===== config.mk =====
export PLATFORM = sky130hd
export DESIGN_NAME = pit_table
export DESIGN_NICKNAME = d
export VERILOG_FILES = /design/src/rtl/ndn_pkg.sv /design/src/rtl/pit_match.sv /design/src/rtl/pit_table.sv
export SDC_FILE = /design/constraint.sdc
export NUM_CORES = 2
export LEC_CHECK = 0
export BUFFER_PORTS_ARGS = -buffer_cell sky130_fd_sc_hd__clkbuf_2
export CORE_MARGIN = 5
export CORE_UTILIZATION = 40
export DETAILED_ROUTE_END_ITERATION = 10
export HOLD_SLACK_MARGIN = 0.15
export PLACE_DENSITY = 0.53
export SETUP_SLACK_MARGIN = 0.4
export SYNTH_ARGS = -nofsm -noshare
export SYNTH_HDL_FRONTEND = slang
export SYNTH_SLANG_ARGS = --single-unit

===== constraint.sdc =====
create_clock -name clk -period 140.1 [get_ports clk]
set_input_delay 28.02 -clock clk [delete_from_list [all_inputs] [get_ports clk]]
set_output_delay 28.02 -clock clk [all_outputs]
set_load 0.1 [all_outputs]

===== src/rtl/ndn_pkg.sv =====
// Shared types and constants for the NDN router PIT/FIB stages.
// Provides widths, the PIT FSM state enum and the PIT entry record.
package ndn_pkg;
    localparam int PREFIX_W   = 64;
    localparam int LEN_W      = 6;
    localparam int DATA_BYTES = 1024;
    localparam int PIT_FACES  = 4;

    typedef enum logic [2:0] {
        S_IDLE,
        S_INT_LOOKUP,
        S_INT_FWD,
        S_DATA_LOOKUP,
        S_DATA_XFER
    } pit_state_t;

    typedef struct packed {
        logic                 valid;
        logic [PREFIX_W-1:0]  prefix;
        logic [LEN_W-1:0]     len;
        logic [PIT_FACES-1:0] faces;
    } pit_entry_t;
endpackage


===== src/rtl/pit_match.sv =====
// Parallel PIT comparator: finds the lowest matching entry and the
// lowest free entry. Ports: entries, key_prefix/key_len, use_len
// (interest compare includes len), hit/hit_idx, free/free_idx.
module pit_match
    import ndn_pkg::*;
#(
    parameter int NUM_ENTRIES = 16,
    localparam int IDX_W      = $clog2(NUM_ENTRIES)
) (
    input  pit_entry_t [NUM_ENTRIES-1:0] entries,
    input  logic [PREFIX_W-1:0]          key_prefix,
    input  logic [LEN_W-1:0]             key_len,
    input  logic                         use_len,
    output logic                         hit,
    output logic [IDX_W-1:0]             hit_idx,
    output logic                         free,
    output logic [IDX_W-1:0]             free_idx
);
    // Scan downwards so the lowest index is the one left standing.
    always_comb begin
        hit      = 1'b0;
        hit_idx  = '0;
        free     = 1'b0;
        free_idx = '0;
        for (int i = NUM_ENTRIES - 1; i >= 0; i--) begin
            if (entries[i].valid &&
                entries[i].prefix == key_prefix &&
                (!use_len || entries[i].len == key_len)) begin
                hit     = 1'b1;
                hit_idx = IDX_W'(i);
            end
            if (!entries[i].valid) begin
                free     = 1'b1;
                free_idx = IDX_W'(i);
            end
        end
    end
endmodule


===== src/rtl/pit_table.sv =====
// Pending Interest Table: records/aggregates interests, forwards new
// prefixes to the FIB, grants data queries and streams the payload.
// Ports: int_* interest in, fib_* FIB side, data_out* payload out,
// int_aggregated/int_dropped pulses, occupancy = valid entry count.
module pit_table
    import ndn_pkg::*;
#(
    parameter int NUM_ENTRIES = 16,
    parameter int NUM_FACES   = PIT_FACES,
    parameter int FACE_W      = $clog2(NUM_FACES),
    localparam int OCC_W      = $clog2(NUM_ENTRIES + 1)
) (
    input  logic                 clk,
    input  logic                 rst,
    input  logic                 int_valid,
    output logic                 int_ready,
    input  logic [PREFIX_W-1:0]  int_prefix,
    input  logic [LEN_W-1:0]     int_len,
    input  logic [FACE_W-1:0]    int_face,
    output logic                 fib_req,
    output logic [PREFIX_W-1:0]  fib_prefix,
    output logic [LEN_W-1:0]     fib_len,
    input  logic                 fib_data_req,
    input  logic [PREFIX_W-1:0]  fib_data_prefix,
    output logic                 fib_rejected,
    output logic                 fib_start_send,
    input  logic [7:0]           fib_data,
    output logic [7:0]           data_out,
    output logic                 data_out_valid,
    output logic                 data_out_last,
    output logic [NUM_FACES-1:0] data_out_faces,
    output logic                 int_aggregated,
    output logic                 int_dropped,
    output logic [OCC_W-1:0]     occupancy
);
    localparam int IDX_W = $clog2(NUM_ENTRIES);
    localparam int CNT_W = $clog2(DATA_BYTES);
    localparam logic [CNT_W-1:0] LAST = CNT_W'(DATA_BYTES - 1);

    pit_state_t state, next;
    pit_entry_t [NUM_ENTRIES-1:0] tbl;

    logic [PREFIX_W-1:0]  ik_prefix;
    logic [LEN_W-1:0]     ik_len;
    logic [FACE_W-1:0]    ik_face;
    logic [PIT_FACES-1:0] onehot;

    logic             c_hit, c_free;
    logic [IDX_W-1:0] c_hit_idx, c_free_idx;
    logic             m_hit, m_free;
    logic [IDX_W-1:0] m_hit_idx, m_free_idx;

    logic [IDX_W-1:0] xfer_idx;
    logic [CNT_W-1:0] cnt;
    // Low during the grant cycle: the first byte arrives one cycle later.
    logic             xfer_run;

    logic [PREFIX_W-1:0] key_prefix;
    logic                use_len;

    // Only evaluated in IDLE; a pending data query owns the comparator.
    assign key_prefix = fib_data_req ? fib_data_prefix : int_prefix;
    assign use_len    = !fib_data_req;
    assign onehot     = PIT_FACES'(1) << ik_face;
    assign int_ready  = (state == S_IDLE) && !fib_data_req && !rst;

    pit_match #(.NUM_ENTRIES(NUM_ENTRIES)) u_match (
        .entries    (tbl),
        .key_prefix (key_prefix),
        .key_len    (int_len),
        .use_len    (use_len),
        .hit        (c_hit),
        .hit_idx    (c_hit_idx),
        .free       (c_free),
        .free_idx   (c_free_idx)
    );

    always_ff @(posedge clk or posedge rst) begin
        if (rst) state <= S_IDLE;
        else     state <= next;
    end

    always_comb begin
        next = state;
        unique case (state)
            S_IDLE: begin
                if (fib_data_req)   next = S_DATA_LOOKUP;
                else if (int_valid) next = S_INT_LOOKUP;
            end
            S_INT_LOOKUP: begin
                if (!m_hit && m_free) next = S_INT_FWD;
                else                  next = S_IDLE;
            end
            S_INT_FWD:     next = S_IDLE;
            S_DATA_LOOKUP: next = m_hit ? S_DATA_XFER : S_IDLE;
            S_DATA_XFER: begin
                if (xfer_run && cnt == LAST) next = S_IDLE;
            end
            default:       next = S_IDLE;
        endcase
    end

    always_ff @(posedge clk or posedge rst) begin
        if (rst) begin
            tbl            <= '0;
            ik_prefix      <= '0;
            ik_len         <= '0;
            ik_face        <= '0;
            m_hit          <= 1'b0;
            m_free         <= 1'b0;
            m_hit_idx      <= '0;
            m_free_idx     <= '0;
            xfer_idx       <= '0;
            cnt            <= '0;
            xfer_run       <= 1'b0;
            fib_req        <= 1'b0;
            fib_prefix     <= '0;
            fib_len        <= '0;
            fib_rejected   <= 1'b0;
            fib_start_send <= 1'b0;
            data_out       <= '0;
            data_out_valid <= 1'b0;
            data_out_last  <= 1'b0;
            data_out_faces <= '0;
            int_aggregated <= 1'b0;
            int_dropped    <= 1'b0;
            occupancy      <= '0;
        end else begin
            fib_req        <= 1'b0;
            fib_rejected   <= 1'b0;
            fib_start_send <= 1'b0;
            data_out_valid <= 1'b0;
            data_out_last  <= 1'b0;
            int_aggregated <= 1'b0;
            int_dropped    <= 1'b0;
            unique case (state)
                S_IDLE: begin
                    m_hit      <= c_hit;
                    m_free     <= c_free;
                    m_hit_idx  <= c_hit_idx;
                    m_free_idx <= c_free_idx;
                    if (!fib_data_req && int_valid) begin
                        ik_prefix <= int_prefix;
                        ik_len    <= int_len;
                        ik_face   <= int_face;
                    end
                end
                S_INT_LOOKUP: begin
                    if (m_hit) begin
                        tbl[m_hit_idx].faces <= tbl[m_hit_idx].faces | onehot;
                        int_aggregated <= 1'b1;
                    end else if (m_free) begin
                        tbl[m_free_idx].valid  <= 1'b1;
                        tbl[m_free_idx].prefix <= ik_prefix;
                        tbl[m_free_idx].len    <= ik_len;
                        tbl[m_free_idx].faces  <= onehot;
                        occupancy <= occupancy + OCC_W'(1);
                    end else begin
                        int_dropped <= 1'b1;
                    end
                end
                S_INT_FWD: begin
                    fib_req    <= 1'b1;
                    fib_prefix <= ik_prefix;
                    fib_len    <= ik_len;
                end
                S_DATA_LOOKUP: begin
                    if (m_hit) begin
                        fib_start_send <= 1'b1;
                        data_out_faces <= tbl[m_hit_idx].faces;
                        xfer_idx       <= m_hit_idx;
                        cnt            <= '0;
                        xfer_run       <= 1'b0;
                    end else begin
                        fib_rejected <= 1'b1;
                    end
                end
                S_DATA_XFER: begin
                    if (!xfer_run) begin
                        xfer_run <= 1'b1;
                    end else begin
                        data_out       <= fib_data;
                        data_out_valid <= 1'b1;
                        data_out_last  <= (cnt == LAST);
                        cnt            <= cnt + CNT_W'(1);
                        if (cnt == LAST) begin
                            tbl[xfer_idx].valid <= 1'b0;
                            xfer_run <= 1'b0;
                            if (occupancy != '0)
                                occupancy <= occupancy - OCC_W'(1);
                        end
                    end
                end
                default: ;
            endcase
        end
    end
endmodule


-- Word-level counts from Yosys, hierarchy flattened
Cells that the tools add are included.
- register bits after elaboration: 1394
- bits of input ports: 148
- $add $sub $neg: 3
- magnitude comparators: 6
- equality and inequality tests: 46
- shift-type cells: 1
- multiplexer cells: 122
- bitwise operators: 1
- reduce and logical (&&, ||, !) cells: 71
- operator list (cell ; number):
    1200-bit bitwise mux ; 6
    1200-bit 2-to-1 mux ; 4
    1200-bit one-hot mux with 2 select lines ; 1
    75-bit demux with 4-bit select ; 6
    64-bit equality test ; 16
    75-bit binary-select mux with 4-bit select ; 1
    75-bit 2-to-1 mux ; 2
    4-bit 2-to-1 mux ; 35
    6-bit equality test ; 16
    74-bit 2-to-1 mux ; 1
    64-bit 2-to-1 mux ; 1
    1-bit 2-to-1 mux ; 48
    1-bit logical AND ; 40
    10-bit 2-to-1 mux ; 3
    5-bit 2-to-1 mux ; 5
    10-bit one-hot mux with 2 select lines ; 1
    1-bit logical OR ; 16
    4-bit by 5-bit less-than comparator with 1-bit output, second input constant ; 3
    2-bit inequality test, second input constant ; 7
    4-bit by 1-bit >= comparator with 1-bit output, second input constant ; 3
    3-bit 2-to-1 mux ; 4
    3-bit one-hot mux with 4 select lines ; 1
    10-bit by 1-bit adder with 10-bit output, second input constant ; 1
    10-bit equality test, second input constant ; 1
    other kinds (19) ; 28

-- Longest topological paths before layout
- word-level depth: 20
- gate-level depth with buffers: 15
- mapped depth without buffers: 10

-- Hierarchy
From an unflattened synthesis, not the netlist that was laid out.
- cell total of the unflattened synthesis: 5294
- area total of the unflattened synthesis: 67601.1 µm²
- modules (own cells, without submodules) (module ; times used ; cells an instance ; area an instance (µm²)):
    pit_table ; 1 ; 3460 ; 53995.5
    pit_match ; 1 ; 1834 ; 13605.5

-- Worst setup path before layout
OpenSTA, ideal clock, no wires.
- kind: input -> output
- from: in fib_data_req
- to: out int_ready
- arrival: 30926 ps
- data required time: 112080 ps
- slack: 81154 ps
- stages on the path: 6
- buffers on the path: 5
- path through: buf_6 buf_8 buf_6 clkbuf_1 buf_1 nor3_1
- word-level cells in the longest chain between the ends: 3
- ends and longest elaborated chain (element ; RTL line ; RTL):
    start: declaration ; pit_table.sv:23 ; input logic fib_data_req,
    1-bit logical NOT ; pit_table.sv:65 ; assign int_ready = (state == S_IDLE) && !fib_data_req && !rst;
    1-bit logical AND (2 in series) ; pit_table.sv:65 ;
    end: declaration ; pit_table.sv:16 ; output logic int_ready,
No other way between the ends.

-- Worst setup path after layout
Ends and elaborated chain as after synthesis.

==> reports/qor.txt <==
Fraction of registers with async set or reset after synthesis: 100%
Period Utilization, post-route: 40.7%
Number of routed nets with antenna violations: 0
Clock Skew: 41.0 ps
Syn Nets: 5806
Cts bufs inserted: 153
Worst vdd rail ir drop: 0.0246 mV
Startpoint-to-endpoint class of the critical path: in -> out
Die H: 427 um
Layout filler cell count: 16100
Result of the run: complete, no violations
Number of antenna violations at the first check in global routing: 42
HPWL after detailed placement: 176000 um
Placer congestion estimate: 0.924
Met2 track demand over resource: 48.2%
Total setup violations reported at the end of the flow: 0
Clock edge transition at the registers on the reported setup and hold paths: 60 ps
Terminating pin of the worst hold path: data_out[0]
P per Cell Area: 19.4 mW/mm^2
Total number of vias: 51700
Global-route wire length before repair: 409000 um
Number of search-and-repair iterations in the first detailed-routing pass: 6
Core region area: 0.174 sq mm
Clock tree sinks: 1394
Maximum number of pins on one net before global-route repair: 169
I/O pin count: 243
Primary FF master, synth: sky130_fd_sc_hd__dfrtp_1
Die area: 0.183 sq mm
Grt peak-use layer: met2
Total global routing overflow: 0
Type of the worst min-delay path: reg -> reg
Max-cap violations: 0
Number of cells on the worst reg-to-reg path: 11
Kind of start point of the critical path: input port
Clk root buf: sky130_fd_sc_hd__clkbuf_16
Average instance area after synthesis: 12.3 sq um
Crit-path max FO: 14
Reg2Reg Launch Point: cnt[0]
Hold Vio Cnt, Final: 0
Number of H-tree branching levels: 4
Starting DRC count in detailed routing: 6673
Clock tree from TritonCTS: built
Clk Latency, worst-skew pair: 820 ps
Hold_buf cts: 0
Die X: 427 um
Design Area, Final: 0.0791 sq mm
Residual DRC: 0
Setup Total Neg Slack: 0 ps
Max-slew headroom at the worst pin: 9.92%
Minimum clock period: 57060 ps
Share of the yosys chip area belonging to registers: 50.1%
Syn. warnings: 0
Dpl cells: 7987
Unrepaired setup endpoints after global routing: no
Met1 layer usage reported by global route: 43.5%
Max Buffers Root-to-Sink: 3
Distinct cells, synth: 71
Number of synthesized flops with an enable pin: 0
Slew of the pin with the lowest slew margin: 1320 ps
Netlist Area Pre-Place: 0.0697 sq mm
All-layer global routing usage: 32.2%
Final standard cell count with taps included and fillers excluded: 8297
Type of destination of the critical path: output pin
Leak Pwr: 34.1 nW
R2R setup slack: 136120 ps
Effective utilization at floorplan: 40.1%
Arrival @ worst endpoint: 29040 ps
Required time reported for the critical path endpoint: 112080 ps
Global Route met3 Usage: 8.68%
Post-CTS Setup Repair Bufs: 0
Routed WL per cell: 35.9 um
Cell count after synthesis: 5653
Area added between synthesis and finish: 13.6%
Vias/cell: 6.23
Resized Gates After CTS: 0
Total Routed Length: 298000 um
Worst flop-to-flop path endpoint: tbl[273]
Final-report max-slew violation count: 0
Final design utilization: 45.6%
Synthesis-stage register bit count: 1394
Setup slack after layout: 83040 ps
Startpoint of the most critical hold path: data_out[0]
Final Net Count: 5970
Fmax: 17.5 MHz
Buffers on Ports: 242
Fraction of final layout cells with drive strength greater than 1: 34.7%
Placed Instance Area: 0.0740 sq mm
Vias in the first global route: 49700
Number of rows created at floorplan: 153
Count of cells along the worst hold path: 2
Pre-CTS setup slack: 83030 ps
-- cells by family after synthesis --
family	count (synthesis)	share of synthesized area, %
simple gates	1033	7.82
mux	1347	22.4
flops	1394	50.1
compound gates	546	5.36
buf+inv	396	2.53
xor+xnor	932	11.7
fa+ha+maj	5	0.101
-- state kept, by name, summed over array words and instances, names as in the netlist, 2 cells and up --
signal          flops
xfer_idx            4
ik_len              6
cnt                10
ik_prefix          64
state               3
m_hit_idx           4
fib_prefix         64
data_out_faces      4
ik_face             2
tbl              1200
occupancy           5
data_out            8
m_free_idx          4
fib_len             6
-- per-layer routing --
| layer | routed length, um | share of wire, % |
|---|---|---|
| met5 | 22 | 0.0074 |
| met3 | 31900 | 11 |
| met2 | 130000 | 44 |
| met4 | 15300 | 5.2 |
| met1 | 120000 | 40 |
-- layout by cell type, fill, tap and decap left out, drive strengths merged, types with 11 or more instances in the layout --
master,netlist,routed
mux4,20,20
o21ai,114,114
a22o,16,16
nor3,45,45
dfrtp,1394,1394
buf,132,149
diode,0,32
o2111ai,18,18
a22oi,29,29
a31oi,11,11
xor2,148,148
o22ai,60,60
clkbuf,249,475
or3,14,14
a221oi,35,35
o2bb2ai,43,43
inv,14,18
o211ai,14,14
a21oi,87,87
a211oi,32,32
nand4,109,109
or4,21,21
nor4,334,334
clkinv,1,31
o21a,11,11
o221ai,16,16
nor2,184,184
nand2,205,205
mux2i,65,65
nand3,55,55
mux2,1262,1262
nor2b,11,11
xnor2,784,784
-- worst max path at each step --
| stage | slack (ps) | end | start | cells past startpoint |
|---|---|---|---|---|
| floorplan | 72770 | cnt[0] | rst | 1 |
| global placement | 83050 | int_ready | fib_data_req | 3 |
| detailed placement | 83030 | int_ready | fib_data_req | 3 |
| CTS | 83030 | int_ready | fib_data_req | 3 |
| global route | 83030 | int_ready | fib_data_req | 3 |
| finish | 83040 | int_ready | fib_data_req | 3 |
-- per-stage QoR --
step                total power [W]  hold WS [ps]
finish                      0.00154           474
detailed placement          0.00111           466
CTS                         0.00153           480
global route                0.00157           509
floorplan                  0.000870           445
global placement            0.00111           458
-- synth_stat cells (18+ instances only) --
| library cell | number | share of area [%] |
|---|---|---|
| sky130_fd_sc_hd__dfrtp_1 | 1394 | 50 |
| sky130_fd_sc_hd__mux2_2 | 1262 | 20 |
| sky130_fd_sc_hd__xnor2_1 | 784 | 9.9 |
| sky130_fd_sc_hd__nor4_1 | 334 | 3.0 |
| sky130_fd_sc_hd__clkbuf_1 | 249 | 1.3 |
| sky130_fd_sc_hd__nand2_1 | 205 | 1.1 |
| sky130_fd_sc_hd__nor2_1 | 184 | 0.99 |
| sky130_fd_sc_hd__xor2_1 | 148 | 1.9 |
| sky130_fd_sc_hd__nand4_1 | 109 | 0.98 |
| sky130_fd_sc_hd__o21ai_0 | 109 | 0.78 |
| sky130_fd_sc_hd__a21oi_1 | 87 | 0.62 |
| sky130_fd_sc_hd__buf_2 | 85 | 0.61 |
| sky130_fd_sc_hd__o22ai_1 | 60 | 0.54 |
| sky130_fd_sc_hd__nand3_1 | 55 | 0.39 |
| sky130_fd_sc_hd__nor3_1 | 45 | 0.32 |
| sky130_fd_sc_hd__o2bb2ai_1 | 43 | 0.54 |
| sky130_fd_sc_hd__a221oi_1 | 35 | 0.44 |
| sky130_fd_sc_hd__a211oi_1 | 32 | 0.34 |
| sky130_fd_sc_hd__a22oi_1 | 29 | 0.31 |
| sky130_fd_sc_hd__mux2i_1 | 29 | 0.42 |
| sky130_fd_sc_hd__buf_4 | 25 | 0.27 |
| sky130_fd_sc_hd__or4_1 | 21 | 0.23 |
| sky130_fd_sc_hd__mux2i_4 | 20 | 0.65 |
| sky130_fd_sc_hd__mux4_2 | 20 | 0.65 |
| sky130_fd_sc_hd__o2111ai_1 | 18 | 0.23 |
-- worst max-delay path: stages --
cell	delay (ps)
sky130_fd_sc_hd__buf_8	170
sky130_fd_sc_hd__nor3_1	260
sky130_fd_sc_hd__clkbuf_2	490
-- where the power goes --
part / leakage [nW] / switching [W] / internal [W]
sequential: 18.6 / 0.000198 / 0.000485
clock: 2.51 / 0.000176 / 0.000240
combinational: 13.0 / 0.000288 / 0.000151
total: 34.1 / 0.000662 / 0.000876
-- area by class of cell --
cell class | count | area [sq um] | share of cell area (%)
inverters | 15 | 63.8 | 0.0806
clock buffers | 234 | 4620 | 5.83
diodes | 32 | 80.1 | 0.101
multi-input cells | 3863 | 33700 | 42.6
well taps | 2325 | 2910 | 3.68
clock inverters | 44 | 463 | 0.585
repair buffers | 390 | 2360 | 2.98
flip-flops and latches | 1394 | 34900 | 44.2
(Power assumes the default switching activity.)
